===== config.mk =====
export PLATFORM = sky130hd
export DESIGN_NAME = shared_resource_scheduler
export DESIGN_NICKNAME = d
export VERILOG_FILES = /design/src/rtl/shared_sched_pkg.sv /design/src/rtl/shared_resource_scheduler_rr_pick.sv /design/src/rtl/shared_resource_scheduler.sv
export SDC_FILE = /design/constraint.sdc
export NUM_CORES = 1
export LEC_CHECK = 0
export BUFFER_PORTS_ARGS = -buffer_cell sky130_fd_sc_hd__buf_4
export CAP_MARGIN = 15
export CORE_ASPECT_RATIO = 0.5
export CORE_MARGIN = 2
export CORE_UTILIZATION = 40
export DETAILED_ROUTE_END_ITERATION = 7
export MAX_ROUTING_LAYER = met4
export PLACE_DENSITY_LB_ADDON = 0.25
export SLEW_MARGIN = 10
export SYNTH_ARGS = -nofsm -noshare
export SYNTH_HDL_FRONTEND = slang
export SYNTH_SLANG_ARGS = --single-unit
export TNS_END_PERCENT = 10

===== constraint.sdc =====
create_clock -name clk -period 2.9 [get_ports clk]
set_input_delay 0.58 -clock clk [delete_from_list [all_inputs] [get_ports clk]]
set_output_delay 0.58 -clock clk [all_outputs]
set_load 0.02 [all_outputs]

===== src/rtl/shared_sched_pkg.sv =====
// Shared types and defaults for the shared-resource round-robin scheduler.
package shared_sched_pkg;

  typedef enum logic {SCHED_IDLE, SCHED_GRANT} sched_state_t;

  localparam int DEFAULT_MAX_BURST    = 4;
  localparam int DEFAULT_STARVE_LIMIT = 8;

  // Successor of lane k in a ring of n lanes.
  function automatic int unsigned rr_next(input int unsigned k, input int unsigned n);
    return (k + 1 >= n) ? 0 : k + 1;
  endfunction

endpackage


===== src/rtl/shared_resource_scheduler_rr_pick.sv =====
// Combinational round-robin picker: first candidate at or after rr_ptr, wrapping.
module rr_pick #(
  parameter int NUM_REQ = 2,
  parameter int IDX_W   = $clog2(NUM_REQ)
) (
  input  logic [NUM_REQ-1:0] eligible,
  input  logic [IDX_W-1:0]   rr_ptr,
  input  logic [NUM_REQ-1:0] exclude,
  output logic               found,
  output logic [NUM_REQ-1:0] onehot,
  output logic [IDX_W-1:0]   idx
);

  logic [NUM_REQ-1:0] cand;
  logic [NUM_REQ-1:0] at_or_after;
  logic [NUM_REQ-1:0] upper;
  logic [NUM_REQ-1:0] scan;

  for (genvar gi = 0; gi < NUM_REQ; gi++) begin : g_window
    assign at_or_after[gi] = (IDX_W'(gi) >= rr_ptr);
  end

  // Lanes from rr_ptr upward take priority; otherwise wrap to the lowest lane.
  assign cand   = eligible & ~exclude;
  assign upper  = cand & at_or_after;
  assign scan   = (|upper) ? upper : cand;
  assign onehot = scan & (~scan + NUM_REQ'(1));
  assign found  = |cand;

  for (genvar gb = 0; gb < IDX_W; gb++) begin : g_idx_bit
    logic [NUM_REQ-1:0] bit_mask;
    for (genvar gi = 0; gi < NUM_REQ; gi++) begin : g_mask
      assign bit_mask[gi] = (((gi >> gb) % 2) == 1);
    end
    assign idx[gb] = |(onehot & bit_mask);
  end

endmodule


===== src/rtl/shared_resource_scheduler.sv =====
// Round-robin owner of the shared resource: registered grant, burst quota,
// flush-driven release and per-lane starvation monitoring.
module shared_resource_scheduler
  import shared_sched_pkg::*;
#(
  parameter int NUM_REQ      = 2,
  parameter int MAX_BURST    = DEFAULT_MAX_BURST,
  parameter int WAIT_W       = 4,
  parameter int STARVE_LIMIT = DEFAULT_STARVE_LIMIT
) (
  input  logic                       clk,
  input  logic                       reset,
  input  logic [NUM_REQ-1:0]         req,
  input  logic [NUM_REQ-1:0]         hold,
  input  logic [NUM_REQ-1:0]         flush,
  output logic [NUM_REQ-1:0]         grant,
  output logic                       grant_valid,
  output logic [$clog2(NUM_REQ)-1:0] grant_idx,
  output logic [NUM_REQ-1:0]         starve,
  output logic [15:0]                grant_count
);

  localparam int IDX_W   = $clog2(NUM_REQ);
  localparam int BURST_W = $clog2(MAX_BURST + 1);
  localparam logic [BURST_W-1:0] BURST_MAX = BURST_W'(MAX_BURST);

  sched_state_t       state_reg, state_next;
  logic [NUM_REQ-1:0] grant_reg, grant_next;
  logic [IDX_W-1:0]   grant_idx_reg, grant_idx_next;
  logic [BURST_W-1:0] burst_reg, burst_next;
  logic [IDX_W-1:0]   rr_ptr_reg, rr_ptr_next;
  logic [15:0]        grant_count_reg, grant_count_next;
  logic [NUM_REQ-1:0] starve_reg;

  logic [NUM_REQ-1:0] eligible;
  logic               pick_found;
  logic [NUM_REQ-1:0] pick_onehot;
  logic [IDX_W-1:0]   pick_idx;
  logic               owner_req, owner_hold, owner_flush;
  logic               release_owner;
  logic               new_grant;

  assign eligible = req & ~flush;

  // Excluding the current owner serves both idle (grant is zero) and hand-off.
  rr_pick #(
    .NUM_REQ (NUM_REQ),
    .IDX_W   (IDX_W)
  ) u_rr_pick (
    .eligible (eligible),
    .rr_ptr   (rr_ptr_reg),
    .exclude  (grant_reg),
    .found    (pick_found),
    .onehot   (pick_onehot),
    .idx      (pick_idx)
  );

  assign owner_req   = |(req & grant_reg);
  assign owner_hold  = |(hold & grant_reg);
  assign owner_flush = |(flush & grant_reg);

  // pick_found here means some lane other than the owner is eligible.
  assign release_owner = owner_flush
                       | (~owner_req & ~owner_hold)
                       | ((burst_reg == BURST_MAX) & ~owner_hold & pick_found);

  always_comb begin
    state_next     = state_reg;
    grant_next     = grant_reg;
    grant_idx_next = grant_idx_reg;
    burst_next     = burst_reg;
    rr_ptr_next    = rr_ptr_reg;
    new_grant      = 1'b0;
    case (state_reg)
      SCHED_IDLE: begin
        if (pick_found) begin
          state_next = SCHED_GRANT;
          new_grant  = 1'b1;
        end
      end
      SCHED_GRANT: begin
        if (release_owner) begin
          if (pick_found) begin
            new_grant = 1'b1;
          end else begin
            state_next     = SCHED_IDLE;
            grant_next     = '0;
            grant_idx_next = '0;
            burst_next     = '0;
          end
        end else if (burst_reg != BURST_MAX) begin
          burst_next = burst_reg + BURST_W'(1);
        end
      end
      default: state_next = SCHED_IDLE;
    endcase
    if (new_grant) begin
      grant_next     = pick_onehot;
      grant_idx_next = pick_idx;
      burst_next     = BURST_W'(1);
      rr_ptr_next    = IDX_W'(rr_next(32'(pick_idx), NUM_REQ));
    end
    grant_count_next = grant_count_reg + 16'(new_grant);
  end

  always_ff @(posedge clk) begin
    if (reset) begin
      state_reg       <= SCHED_IDLE;
      grant_reg       <= '0;
      grant_idx_reg   <= '0;
      burst_reg       <= '0;
      rr_ptr_reg      <= '0;
      grant_count_reg <= '0;
    end else begin
      state_reg       <= state_next;
      grant_reg       <= grant_next;
      grant_idx_reg   <= grant_idx_next;
      burst_reg       <= burst_next;
      rr_ptr_reg      <= rr_ptr_next;
      grant_count_reg <= grant_count_next;
    end
  end

  for (genvar gi = 0; gi < NUM_REQ; gi++) begin : g_wait
    logic [WAIT_W-1:0] wait_reg, wait_next;
    logic              starve_bit_reg;

    always_comb begin
      wait_next = wait_reg;
      if (!req[gi] || flush[gi] || (grant_next[gi] && !grant_reg[gi])) begin
        wait_next = '0;
      end else if (!grant_reg[gi] && (wait_reg != '1)) begin
        wait_next = wait_reg + WAIT_W'(1);
      end
    end

    // Starve flag tracks the registered wait count in the same cycle.
    always_ff @(posedge clk) begin
      if (reset) begin
        wait_reg       <= '0;
        starve_bit_reg <= 1'b0;
      end else begin
        wait_reg       <= wait_next;
        starve_bit_reg <= (wait_next >= WAIT_W'(STARVE_LIMIT));
      end
    end

    assign starve_reg[gi] = starve_bit_reg;
  end

  assign grant       = grant_reg;
  assign grant_valid = |grant_reg;
  assign grant_idx   = grant_idx_reg;
  assign starve      = starve_reg;
  assign grant_count = grant_count_reg;

endmodule


# ---- Word level (Yosys, flattened, before mapping)
# Index checks and enable logic that the tools add are counted.
dict set report totals {
  ff_bits 34
  input_bits 8
  out_inout_bits 22
}
dict set report op_classes {
  addsub 6
  order_cmp 5
  n_eq_ne 7
  muxes 24
  bitwise_logic 18
  reduce_logical 26
}
# op count
set ops {}
lappend ops {{16-bit by 1-bit adder with 16-bit output} 1}
lappend ops {{4-bit 2-to-1 mux} 4}
lappend ops {{2-bit AND} 7}
lappend ops {{2-bit OR reduction} 7}
lappend ops {{1-bit 2-to-1 mux} 10}
lappend ops {{2-bit 2-to-1 mux} 5}
lappend ops {{3-bit 2-to-1 mux} 3}
lappend ops {{3-bit AND reduction} 3}
lappend ops {{4-bit by 1-bit adder with 4-bit output (second input constant)} 2}
lappend ops {{4-bit >= comparator (second input constant)} 2}
lappend ops {{4-bit inequality test (second input constant)} 2}
lappend ops {{2-bit NOT} 3}
lappend ops {{2-bit nonzero test} 3}
lappend ops {{1-bit logical AND} 4}
lappend ops {{1-bit logical NOT} 4}
lappend ops {{1-bit logical OR} 4}
lappend ops {{1-bit one-hot mux with 2 select lines} 2}
lappend ops {{3-bit by 1-bit adder with 3-bit output (second input constant)} 1}
lappend ops {{1-bit AND} 3}
lappend ops {{3-bit equality test (second input constant)} 1}
lappend ops {{3-bit by 2-bit inequality test with 1-bit output (second input constant)} 1}
lappend ops {{3-bit inequality test (second input constant)} 1}
lappend ops {{1-bit NOT} 3}
lappend ops {{3-bit nonzero test} 1}
lappend ops {{7 further kinds} 9}

# ---- Logic depth before layout (Yosys ltp)
dict set report depth {
  depth_word 14
  ltp_mapped 11
}

# ---- Modules after synthesis
# Synthesis repeated with hierarchy kept, for this count alone.
dict set report unflattened {
  hier_cells 190
  hier_area_um2 1719.1
}
# mod instances cells_per_inst area_each_um2
set by_module_without_submodules {}
lappend by_module_without_submodules {shared_resource_scheduler 1 183 1670.4}
lappend by_module_without_submodules {rr_pick 1 7 48.8}

# ---- Worst setup path before layout
# Ideal clock, no wire load.
dict set report synth_path {
  path_type {input port to flip-flop}
  start {input port flush[1]}
  end {register grant_count_reg[12] (netlist: grant_count[12])}
  setup_ps 71
  arrival_ps 2362
  required_time_ps 2829
  slack_ps 467
  path_stages 9
  path_cell_list {nor3b_2 > nand2b_1 > o21ai_2 > inv_2 > ha_1 > ha_1 > nand3_1 > or3_1 > a21oi_1}
}
dict set report synth_between {
  elab_chain_len 9
}
# item line_no
set synth_lines {}
lappend synth_lines {{from (decl)} shared_resource_scheduler.sv:15} ;# input logic [NUM_REQ-1:0] flush,
lappend synth_lines {{2-bit NOT} shared_resource_scheduler.sv:43} ;# assign eligible = req & ~flush;
lappend synth_lines {{2-bit AND} shared_resource_scheduler.sv:43}
lappend synth_lines {{2-bit AND} shared_resource_scheduler_rr_pick.sv:24} ;# assign cand = eligible & ~exclude;
lappend synth_lines {{2-bit OR reduction} shared_resource_scheduler_rr_pick.sv:28} ;# assign found = |cand;
lappend synth_lines {{1-bit AND} shared_resource_scheduler.sv:65} ;# | ((burst_reg == BURST_MAX) & ~owner_hold & pick_found);
lappend synth_lines {{1-bit OR} shared_resource_scheduler.sv:65}
lappend synth_lines {{1-bit 2-to-1 mux} shared_resource_scheduler.sv:82} ;# if (release_owner) begin
lappend synth_lines {{1-bit one-hot mux with 2 select lines *} shared_resource_scheduler.sv:74} ;# case (state_reg)
lappend synth_lines {{named net new_grant} shared_resource_scheduler.sv:41} ;# logic new_grant;
lappend synth_lines {{16-bit by 1-bit adder with 16-bit output *} shared_resource_scheduler.sv:103} ;# grant_count_next = grant_count_reg + 16'(new_grant);
lappend synth_lines {{to (signal assigned)} shared_resource_scheduler.sv:120} ;# grant_count_reg <= grant_count_next;
lappend synth_lines {{to (decl)} shared_resource_scheduler.sv:32} ;# logic [15:0] grant_count_reg, grant_count_next;
# Mark *: on every way through the listed nets, which the timed path passes. The rest lies on a longest branch.
# A chain may end at the register's enable or synchronous reset.

# ---- Final worst setup path
dict set report layout_path {
  start {register grant_reg[0] (netlist: grant[0])}
  end {register grant_count_reg[14] (netlist: grant_count[14])}
}
dict set report layout_between {
  elab_chain_len 9
}
# item line_no
set layout_lines {}
lappend layout_lines {{from (decl)} shared_resource_scheduler.sv:28} ;# logic [NUM_REQ-1:0] grant_reg, grant_next;
lappend layout_lines {{from (signal assigned)} shared_resource_scheduler.sv:116} ;# grant_reg <= grant_next;
lappend layout_lines {{2-bit AND, on equally long branches} {shared_resource_scheduler.sv:58, shared_resource_scheduler.sv:59}}
lappend layout_lines {{2-bit OR reduction, on equally long branches} {shared_resource_scheduler.sv:58, shared_resource_scheduler.sv:59}}
lappend layout_lines {{1-bit NOT, on equally long branches} {shared_resource_scheduler.sv:64, shared_resource_scheduler.sv:65}}
lappend layout_lines {{1-bit AND, on equally long branches} {shared_resource_scheduler.sv:64, shared_resource_scheduler.sv:65}}
lappend layout_lines {{1-bit OR / 1-bit AND (equally long branches)} {shared_resource_scheduler.sv:64, shared_resource_scheduler.sv:65}}
lappend layout_lines {{1-bit OR} shared_resource_scheduler.sv:65}
lappend layout_lines {{1-bit 2-to-1 mux} shared_resource_scheduler.sv:82}
lappend layout_lines {{1-bit one-hot mux with 2 select lines *} shared_resource_scheduler.sv:74}
lappend layout_lines {{named net new_grant} shared_resource_scheduler.sv:41}
lappend layout_lines {{16-bit by 1-bit adder with 16-bit output *} shared_resource_scheduler.sv:103}
# Marked as above.

==> results_dict.tcl <==
set metrics [dict create \
    portBuffers 29 \
    cp-end-kind "flip-flop" \
    critPathArrivalTime_ns 2.58 \
    maxCapViolations 0 \
    placed_area_sq_um 1990 \
    required_ns 3.13 \
    postCtsResizedCells 0 \
    slew_viol_final 0 \
    post-route-period-util_pct 81.1 \
    place_hpwl_microns 2600 \
    grtUsageTotal_pct 17.0 \
    io_pins 30 \
    synth_cells 183 \
    syn_to_final_growth_pct 20.8 \
    synth_most_common_cell "dfxtp_1" \
    final_nets 230 \
    synth_edf_count 0 \
    stdcell_area_sq_um 2080 \
    clk_latency_ns 0.29 \
    setup-tns-final_ns 0 \
    fp-row-count 16 \
    status "finished clean" \
    synth.area.top_cells "dfxtp_1 40%, ha_1 4.4%, xor2_1 4.1%, xnor2_1 3.1%, nand4_1 2.9%" \
    synth_area_per_cell_sq_um 9.40 \
    rsz0062_at_grt "no" \
    clk_pin_slew_ns 0.07 \
    setup_viol 0 \
    firstDrtPassIters 4 \
    grt-ovfl-total 0 \
    synthDistinctLibCells 48 \
    die_y_microns 50.4 \
    finalWeightedCongestion 0.874 \
    async_reset_ff_share_pct 0 \
    cp_max_fo 9 \
    core_sq_um 4000 \
    cts_buffer_depth 2 \
    fmax_mhz 425 \
    synth-seq-area-share_pct 39.6 \
    fp.dieW_microns 96.7 \
    grt_pass1_wl_microns 6420 \
    routed_wl_microns 3530 \
    fin_total_pwr_mw 0.988 \
    cts.sinks 34 \
    cts_setup_buffers 0 \
    vias 1467 \
    utilization_pct 51.9 \
    clockRootBuffer "clkbuf_8" \
    ys_warn_count 0 \
    ir_drop_v 0.000169 \
    numCtsBuffers 5 \
    worst-setup-path-type "reg -> reg" \
    power_density_nw_per_um2 475 \
    start_util_pct 43.0 \
    hold_path.class "reg -> reg" \
    grt_max_degree 22 \
    ctsHoldBuffers 0 \
    grt_pass1_vias 1429 \
    vias_per_cell 5.41 \
    antenna_found_initial 0 \
    synth_flop_cell "dfxtp_1" \
    initialDrtViolationCount 45 \
    synth_area_leader_cell "dfxtp_1" \
    power_leakage_nw 0.784 \
    syn_area_sq_um 1720 \
    ys_seq_elements 34 \
    largest_reg_flops 16 \
    routedWlPerCell_microns 13.0 \
    cp-start-kind "flip-flop" \
    ant_nets 0 \
    worst_slew_margin_rel_pct 71.6 \
    drc 0 \
    cts_tree "yes" \
    clock_skew_ns 0.00544 \
    post-route-min-period_ns 2.35 \
    synth_common_cells "34 x dfxtp_1, 13 x nor2_1, 10 x nand2_1" \
    diodes 0 \
    final-hold-violation-count 0 \
    worstMarginPinSlew_ns 0.425 \
    drive_gt1_share_pct 24.0 \
    dieArea_sq_um 4870 \
    netlist.area_leader.share_pct 39.6 \
    synth_nets 197 \
    htreeDepth 2 \
]
cells in the final DEF, fill, tap and decap left out, types with 3 or more instances in the layout:
master,count
dfxtp_1,34
buf_4,31
nor2_1,13
nand2_1,10
nor3_1,9
inv_1,8
nand4_1,8
xor2_1,8
xnor2_1,6
a21oi_1,6
ha_1,6
clkbuf_8,6
o211ai_1,5
a31oi_1,5
nand3_1,5
o21a_1,4
and4_1,4
and2_1,3
o21ai_0,3
or3_1,3
nor2b_1,3
worst max-delay path, cell delays in order (launching register included):
cell      delay [ns]
dfxtp_1         0.40
or3b_1          0.50
nand2b_1        0.17
o21ai_2         0.09
inv_2           0.09
ha_1            0.20
ha_1            0.19
nand3_1         0.13
or3_1           0.37
a21oi_1         0.15
cells by family (layout without fill, tap and decap cells):
group,Yosys count,count (layout),synth area share [%]
DFF,34,34,39.6
xor gates and xnor gates,14,14,7.13
AOI/OAI and AO/OA,43,43,20.5
and+or+nand+nor,70,70,23.3
muxes,2,2,1.16
buffers and inverters,14,48,3.93
adders and majority gates,6,6,4.36
stage by stage:
step / instances / hold slack, ns / setup WS, ns
6_report: 271 / 0.453 / 0.547
5_1_grt: 271 / 0.488 / 0.319
4_1_cts: 271 / 0.455 / 0.548
3_5_place_dp: 263 / 0.444 / 0.285
3_3_place_gp: 263 / 0.445 / 0.352
2_1_floorplan: 183 / 0.474 / 0.467
final timing paths:
path,start,endpoint,slack (ns),cells past startpoint
min,grant_idx,grant_idx,0.45,2
max reg2reg,grant[0],grant_count[14],0.55,9
min reg2reg,grant_idx,grant_idx,0.45,2
max,grant[0],grant_count[14],0.55,9
report_power, final:
part | internal [mW] | switching, mW
Sequential | 0.480 | 0.0185
Combinational | 0.0506 | 0.0701
Clock | 0.192 | 0.177
area by class of cell:
type / instances / area [sq um]
well taps: 54 / 67.6
flip-flops and latches: 34 / 681
fillers: 388 / 1930
clock buffers: 7 / 86.3
clock inverters: 1 / 5.00
repair buffers: 31 / 233
multi-input cells: 135 / 972
inverters: 9 / 33.8
metal layers:
metal	wire length, microns	GRT usage, %	vias to the layer above	part of all wire [%]
li1	-	-	750	-
met1	1780	20.6	678	50
met2	1540	26.2	30	44
met3	152	4.87	9	4.3
met4	65	8.69	0	1.8
met5	0	-	-	0
Power figures use the tool's default switching activity.
